## config.mk

```make
export PLATFORM = sky130hd
export DESIGN_NAME = alu_exec
export DESIGN_NICKNAME = d
export VERILOG_FILES = /design/src/rtl/alu_exec.sv
export SDC_FILE = /design/constraint.sdc
export NUM_CORES = 1
export LEC_CHECK = 0
export CAP_MARGIN = 20
export CORE_ASPECT_RATIO = 1.25
export CORE_UTILIZATION = 65
export DETAILED_ROUTE_END_ITERATION = 8
export GPL_ROUTABILITY_DRIVEN = 1
export GPL_TIMING_DRIVEN = 1
export HOLD_SLACK_MARGIN = 0.08
export PLACE_DENSITY = 0.95
export SYNTH_ARGS = -nofsm -noshare
export SYNTH_HDL_FRONTEND = slang
export SYNTH_SLANG_ARGS = --single-unit
```

## constraint.sdc

```tcl
create_clock -name clock -period 1.7 [get_ports clock]
set_input_delay 0.34 -clock clock [delete_from_list [all_inputs] [get_ports clock]]
set_output_delay 0.34 -clock clock [all_outputs]
set_load 0.1 [all_outputs]
```

## src/rtl/alu_exec.sv

```systemverilog
// ALU execute stage 2: registered arith/logic, shift and load-format result.
// Ports:
//   clock, reset (async active-low)
//   enable_arith / enable_shift : operation class qualifiers
//   aluin1, aluin2              : operands (aluin1 = shift source, aluin2 = load data)
//   operation_in, opselect_in   : decoded operation and class from stage 1
//   shift_number                : shift amount 0..31
//   aluout, carry, result_valid : registered result, flag and one-cycle valid
module alu_exec #(
    parameter int unsigned REGISTER_WIDTH = 32
) (
    input  logic                      clock,
    input  logic                      reset,
    input  logic                      enable_arith,
    input  logic                      enable_shift,
    input  logic [REGISTER_WIDTH-1:0] aluin1,
    input  logic [REGISTER_WIDTH-1:0] aluin2,
    input  logic [2:0]                operation_in,
    input  logic [2:0]                opselect_in,
    input  logic [4:0]                shift_number,
    output logic [REGISTER_WIDTH-1:0] aluout,
    output logic                      carry,
    output logic                      result_valid
);

    localparam logic [2:0] OPSEL_SHIFT = 3'b000;
    localparam logic [2:0] OPSEL_ARITH = 3'b001;
    localparam logic [2:0] OPSEL_MEMRD = 3'b101;

    localparam logic [2:0] OP_ADD  = 3'b000;
    localparam logic [2:0] OP_HADD = 3'b001;
    localparam logic [2:0] OP_SUB  = 3'b010;
    localparam logic [2:0] OP_NOT  = 3'b011;
    localparam logic [2:0] OP_AND  = 3'b100;
    localparam logic [2:0] OP_OR   = 3'b101;
    localparam logic [2:0] OP_XOR  = 3'b110;
    localparam logic [2:0] OP_LHG  = 3'b111;

    localparam logic [2:0] LD_BYTE  = 3'b000;
    localparam logic [2:0] LD_HALF  = 3'b001;
    localparam logic [2:0] LD_WORD  = 3'b011;
    localparam logic [2:0] LD_BYTEU = 3'b100;
    localparam logic [2:0] LD_HALFU = 3'b101;

    logic                      accept_c;
    logic [REGISTER_WIDTH-1:0] result_c;
    logic                      carry_c;
    logic [REGISTER_WIDTH:0]   sum_c;
    logic [REGISTER_WIDTH:0]   diff_c;
    logic [16:0]               hsum_c;
    logic [REGISTER_WIDTH:0]   shl_c;
    logic [REGISTER_WIDTH:0]   shr_c;

    // Next result/flag selection; anything not accepted holds the registers.
    always_comb begin
        accept_c = 1'b0;
        result_c = aluout;
        carry_c  = carry;
        sum_c    = {1'b0, aluin1} + {1'b0, aluin2};
        diff_c   = {1'b0, aluin1} - {1'b0, aluin2};
        hsum_c   = {1'b0, aluin1[15:0]} + {1'b0, aluin2[15:0]};
        // Extra bit beyond the word catches the last bit shifted out;
        // it is naturally zero for a zero shift amount.
        shl_c    = {1'b0, aluin1} << shift_number;
        shr_c    = {aluin1, 1'b0} >> shift_number;

        if (enable_arith && (opselect_in == OPSEL_ARITH)) begin
            accept_c = 1'b1;
            carry_c  = 1'b0;
            case (operation_in)
                OP_ADD: begin
                    result_c = sum_c[REGISTER_WIDTH-1:0];
                    carry_c  = sum_c[REGISTER_WIDTH];
                end
                OP_HADD: begin
                    result_c = {{16{hsum_c[15]}}, hsum_c[15:0]};
                    carry_c  = hsum_c[16];
                end
                OP_SUB: begin
                    result_c = diff_c[REGISTER_WIDTH-1:0];
                    carry_c  = diff_c[REGISTER_WIDTH];
                end
                OP_NOT:  result_c = ~aluin2;
                OP_AND:  result_c = aluin1 & aluin2;
                OP_OR:   result_c = aluin1 | aluin2;
                OP_XOR:  result_c = aluin1 ^ aluin2;
                OP_LHG:  result_c = {aluin2[15:0], 16'h0000};
                default: result_c = aluout;
            endcase
        end else if (enable_arith && (opselect_in == OPSEL_MEMRD)) begin
            case (operation_in)
                LD_BYTE: begin
                    accept_c = 1'b1;
                    carry_c  = 1'b0;
                    result_c = {{24{aluin2[7]}}, aluin2[7:0]};
                end
                LD_BYTEU: begin
                    accept_c = 1'b1;
                    carry_c  = 1'b0;
                    result_c = {24'h000000, aluin2[7:0]};
                end
                LD_HALF: begin
                    accept_c = 1'b1;
                    carry_c  = 1'b0;
                    result_c = {{16{aluin2[15]}}, aluin2[15:0]};
                end
                LD_HALFU: begin
                    accept_c = 1'b1;
                    carry_c  = 1'b0;
                    result_c = {16'h0000, aluin2[15:0]};
                end
                LD_WORD: begin
                    accept_c = 1'b1;
                    carry_c  = 1'b0;
                    result_c = aluin2;
                end
                default: accept_c = 1'b0;
            endcase
        end else if (enable_shift && (opselect_in == OPSEL_SHIFT) && !operation_in[2]) begin
            accept_c = 1'b1;
            case (operation_in[1:0])
                2'b00, 2'b01: begin
                    result_c = shl_c[REGISTER_WIDTH-1:0];
                    carry_c  = shl_c[REGISTER_WIDTH];
                end
                2'b10: begin
                    result_c = shr_c[REGISTER_WIDTH:1];
                    carry_c  = shr_c[0];
                end
                default: begin
                    result_c = $unsigned($signed(aluin1) >>> shift_number);
                    carry_c  = shr_c[0];
                end
            endcase
        end
    end

    // Output registers; hold cycles leave result and flag untouched.
    always_ff @(posedge clock or negedge reset) begin
        if (!reset) begin
            aluout       <= '0;
            carry        <= 1'b0;
            result_valid <= 1'b0;
        end else begin
            result_valid <= accept_c;
            if (accept_c) begin
                aluout <= result_c;
                carry  <= carry_c;
            end
        end
    end

endmodule

```

==> results of run 1 <==
[kinds of logic after synthesis]
group / count (synthesis) / share of synthesized area, %
XOR/XNOR: 28 / 2.233
adder cells (fa/ha/maj): 98 / 11.30
AND/OR/NAND/NOR: 452 / 17.66
buffers and inverters: 243 / 8.862
multiplexers: 138 / 18.81
AO/OA/AOI/OAI: 559 / 33.40
flip-flops: 34 / 7.746
[cells in the mapped netlist (25+ instances only)]
cell type	count	area [sq um]
a211oi_1	27	202.7
a21oi_1	139	695.7
a221oi_1	33	289.0
buf_2	25	125.1
clkbuf_1	84	315.3
dfrtp_1	34	850.8
ha_1	96	1201
inv_1	106	397.9
mux2i_1	71	710.7
mux4_2	52	1171
nand2_1	135	506.7
nor2_1	197	739.5
nor3_1	36	180.2
o211ai_1	31	232.7
o21ai_0	123	615.6
o22ai_1	43	269.0
xnor2_1	26	227.7
[per-stage QoR]
step | instances | instance area, sq um | TNS, ps | hold slack [ps] | worst slack (ps)
after floorplan | 1552 | 11530 | -24070 | 44.41 | -1090
after global placement | 2314 | 16920 | -53170 | 397.6 | -1883
==> results.py, run 1 <==
metrics = {
    "logic_synthesis": {
        "ys_seq_area_share_pct": 7.746,
        "async_flop_share_pct": 100.0,
        "synth_cell_type_count": 75,
        "synth-seq-cells": 34,
        "yosys_most_used_dff": "dfrtp_1",
        "netlist_instances": 1552,
        "syn-num-nets": 1729,
        "synth.cell_area_sq_um": 10980,
        "synth_enable_flop_cells": 0,
        "post_synth.cell_area_avg_sq_um": 7.078,
        "yosys_warnings": 0,
    },
    "placed_design": {
        "io_buffers": 112,
        "gp_congestion": 1.304,
    },
    "floorplanning": {
        "die_width_um": 118.3,
        "fp.dieH_um": 147.3,
        "initial_core_util_pct": 67.26,
        "num_rows": 52,
        "ios": 113,
    },
    "outcome": {
        "first-error": "[ERROR DPL-0038] Utilization greater than 100%, impossible to legalize",
        "stop_stage": "detailed placement",
        "outcome": "stopped before the end",
    },
}
==> run 2, diff against run 1 <==
Settings changed: CORE_ASPECT_RATIO 1.25 to default, CORE_UTILIZATION 65 to 40, HOLD_SLACK_MARGIN 0.08 to default, PLACE_DENSITY 0.95 to default, PLACE_DENSITY_LB_ADDON from default to 0.15.
==> run 2 against run 1 <==
  * The flow now finishes, with violations (negative setup slack)
  * Synthesized area did not move
  * Synthesized cell count stayed put
==> results.py, run 2 <==
metrics = {
    "placed_design": {
        "gp_congestion": 1.080,
        "estimated_wirelength_of_the_detail_placed_design_um": 55740,
        "place_inst": 2492,
        "io_buffers": 112,
    },
    "timing": {
        "max_freq_mhz": 326.1,
        "fin_crit_ps": 3066,
        "totalNegativeSetupSlack_ps": -35720,
        "worst_pin_slew_ps": 714.1,
        "hold_ws_ps": 108.2,
        "rsz_0062_raised_after_global_routing": "true",
        "fin_crit_sh_pct": 180.4,
        "worst_clock_skew_ps": 0,
        "max-slew-margin-rel_pct": 51.99,
        "timing.final.max_slew_violations": 0,
        "timing.final.ws_setup_ps": -1366,
        "final-hold-violation-count": 0,
        "setup_violations": 33,
    },
    "clock_network": {
        "clock_sinks": 34,
        "ctsHtreeMaxLevel": 2,
        "clk_transition_reported_paths_ps": 60,
        "clock_insertion_delay_worst_skew_ps": 280,
        "clock_tree.buffer_depth": 2,
        "tritoncts": "done",
        "hold_buffers": 0,
        "inserted_clock_buffers": 5,
        "clk_root_buffer_cell": "clkbuf_16",
    },
    "logic_synthesis": {
        "yosys.area.top_type": "ha_1",
        "synth.cell_area_sq_um": 10980,
        "synth_compound_area_share_pct": 33.40,
        "synth_enable_flop_cells": 0,
        "synth_cell_type_count": 75,
        "area_share_of_fa_ha_maj_cells_after_synthesis_pct": 11.30,
        "synth.top_cells.by_area": "ha_1 (11%), mux4_2 (11%), dfrtp_1 (7.7%)",
        "dominant_combinational_cell_family_by_area_after_synthesis": "compound AO/OA/AOI/OAI gates",
        "post_synth_xor_area_fraction_pct": 2.233,
        "yosys_warnings": 0,
        "netlist_instances": 1552,
        "synth-seq-cells": 34,
        "yosysMostFrequentCell": "nor2_1",
        "ys_seq_area_share_pct": 7.746,
        "syn-num-nets": 1729,
        "synth.top_cells.by_count": "nor2_1 (197), a21oi_1 (139), nand2_1 (135), o21ai_0 (123), inv_1 (106)",
        "yosys_most_used_dff": "dfrtp_1",
        "synth_mux_area_share_pct": 18.81,
        "synthDominantCellAreaShare_pct": 10.94,
        "synthSimpleGateAreaFrac_pct": 17.66,
        "async_flop_share_pct": 100.0,
        "post_synth.cell_area_avg_sq_um": 7.078,
    },
    "power_and_ir_drop": {
        "netSwitchingPower_w": 0.006015,
        "netSwitchingFraction_pct": 51.24,
        "vdd_ir_drop_max_uv": 452.2,
        "p_int_w": 0.005725,
        "power_density_nw_per_um2": 589.7,
        "leakage_power_summed_over_all_cells_nw": 8.927,
        "clockPowerShare_pct": 9.4,
        "combPwrFrac_pct": 79.4,
        "power_frac_seq_pct": 11.2,
    },
    "global_routing": {
        "grt_antenna_before_repair": 3,
        "first_global_vias": 16040,
        "first_pass_grt_wire_length_um": 101800,
        "globalRouteOverflowTotal": 0,
        "pin_count_of_the_biggest_net_entering_global_routing": 35,
        "grt.total_usage_pct": 48.60,
    },
    "floorplanning": {
        "initial_core_util_pct": 40.76,
        "num_rows": 60,
        "die_width_um": 167.7,
        "ios": 113,
        "fp.dieH_um": 167.7,
        "floorplan.core_area_sq_um": 26950,
        "fp.dieArea_sq_um": 28130,
    },
    "min_path": {
        "hold_class": "input port to asynchronous set/reset pin",
    },
    "routing": {
        "dr_total_vias": 17060,
        "drt.antenna.violating_nets": 0,
        "drc": 0,
        "drt-vias-per-instance": 6.637,
        "finalWirelength_um": 72980,
        "route.detailed.wl_per_inst_um": 28.40,
        "first_pass_iters": 6,
        "dr.first_iter.drc_count": 2589,
    },
    "flow_run": {
        "cap_viol_max_count": 0,
    },
    "worst_setup_path": {
        "slowest_stage_cell_cp": "or4_4",
        "critical_path.reg2reg.endpoint": "carry$_DFFE_PN0P_",
        "slowest_delay_ps": 430,
        "required_ps": 1920,
        "critPathMostFrequentCell": "o211ai_1",
        "element_type_at_the_critical_path_start": "input port",
        "length_in_cells_of_the_worst_reg_to_reg_path": 4,
        "worst_ep_arrival_time_ps": 3290,
        "type_of_destination_of_the_critical_path": "register",
        "cp_cell_sequence": "buf_6 > buf_8 > inv_4 > ha_4 > o211ai_1 > o211ai_1 > a41o_1 > o41ai_4 > nor3_2 > o21ai_1 > buf_4 > o221ai_2 > or4_4 > a41oi_2 > a211o_1",
        "worst_r2r_startpoint": "carry$_DFFE_PN0P_",
        "critical_path_class": "input port to register",
        "reg2reg_slack_ps": 310,
        "path_max_fanout": 4,
    },
    "final_layout": {
        "commonest_non_fill_non_tap_cells_in_the_layout": "buf_4 (603), nor2_1 (167), nand2_1 (130)",
        "n_fill_cell": 1966,
        "layout.core_utilization_pct": 73.86,
        "regMostFlops": "aluout",
        "most_common_library_cell_in_the_layout_ignoring_fill_and_taps": "buf_4",
        "largestRegisters": "aluout x32, carry x1, result_valid x1",
        "post_layout_nonfiller_instances": 2570,
        "layout-drive-gt1-share_pct": 51.08,
        "largest_reg_flops": 32,
        "fin_nets": 2405,
        "relative_area_change_from_synthesis_to_final_layout_pct": 81.23,
    },
    "outcome": {
        "failed_checks": "negative setup slack",
        "outcome": "finished with violations",
    },
}
## run 2: what timing repair did
item / 4_1_cts / 5_1_grt
resized for setup: 420 / 185
gates cloned: 1 / 0
buffers inserted: 61 / 24
pin swaps: 138 / 106
endpoints found under the setup margin: 34 / 34
## run 2: how the worst max path moves through the flow
stage | endpoint | slack (ps) | cells past startpoint | from
3_3_place_gp | carry$_DFFE_PN0P_ | -2190 | 16 | aluin1[0]
2_1_floorplan | aluout[31]$_DFFE_PN0P_ | -1090 | 12 | aluin2[1]
5_1_grt | aluout[31]$_DFFE_PN0P_ | -1420 | 15 | aluin2[2]
4_1_cts | aluout[31]$_DFFE_PN0P_ | -1370 | 15 | aluin2[0]
6_report | aluout[31]$_DFFE_PN0P_ | -1370 | 15 | aluin2[2]
3_5_place_dp | carry$_DFFE_PN0P_ | -2180 | 16 | aluin2[0]
## run 2: area by class of cell
class,count,area [sq um],area share (%)
Antenna cell,1,2.502,0.01257
Clock buffer,6,138.9,0.6977
Clock inverter,1,30.03,0.1508
Inverter,109,436.7,2.194
Multi-Input combinational cell,1275,10990,55.19
Sequential cell,34,850.8,4.274
Tap cell,341,426.7,2.143
Timing Repair Buffer,803,7036,35.34
## run 2: metrics by stage
| stage | power, W | setup WS, ps | instance area [sq um] |
|---|---|---|---|
| 6_report | 0.01174 | -1366 | 19910 |
| 5_1_grt | 0.01202 | -1416 | 19900 |
| 4_1_cts | 0.01096 | -1368 | 19030 |
| 3_5_place_dp | 0.009296 | -2178 | 17430 |
| 3_3_place_gp | 0.009219 | -2193 | 17430 |
| 2_1_floorplan | 0.005336 | -1090 | 11530 |
## run 2: cells by family after synthesis
family / count (synthesis)
XOR/XNOR: 28
adder cells (fa/ha/maj): 98
AO/OA/AOI/OAI: 559
flip-flops: 34
buffers and inverters: 243
AND/OR/NAND/NOR: 452
multiplexers: 138
## run 2: power by group through the flow
stage	combinational [W]	sequential, W	clock [W]
floorplan	0.00282	0.00252	0
global placement	0.00791	0.00130	0
detailed placement	0.00798	0.00131	0
CTS	0.00856	0.00130	0.00109
global route	0.00958	0.00133	0.00112
finish	0.00932	0.00131	0.00110
## run 2: critical path: cells and delay by family
kind / cells / cell delay, ps
AOI/OAI and AO/OA: 8 / 1760
adders and majority gates: 1 / 200
buffers and inverters: 4 / 450
and+or+nand+nor: 2 / 520
## run 2: metal layers
metal	GRT usage, %	vias to the layer above	routed length, um
met2	72.50	1414	29960
met4	29.32	4	6435
met5	0	-	21
met1	62.49	8069	26840
met3	13.02	439	9723
li1	-	7130	-
(Power assumes the default switching activity.)
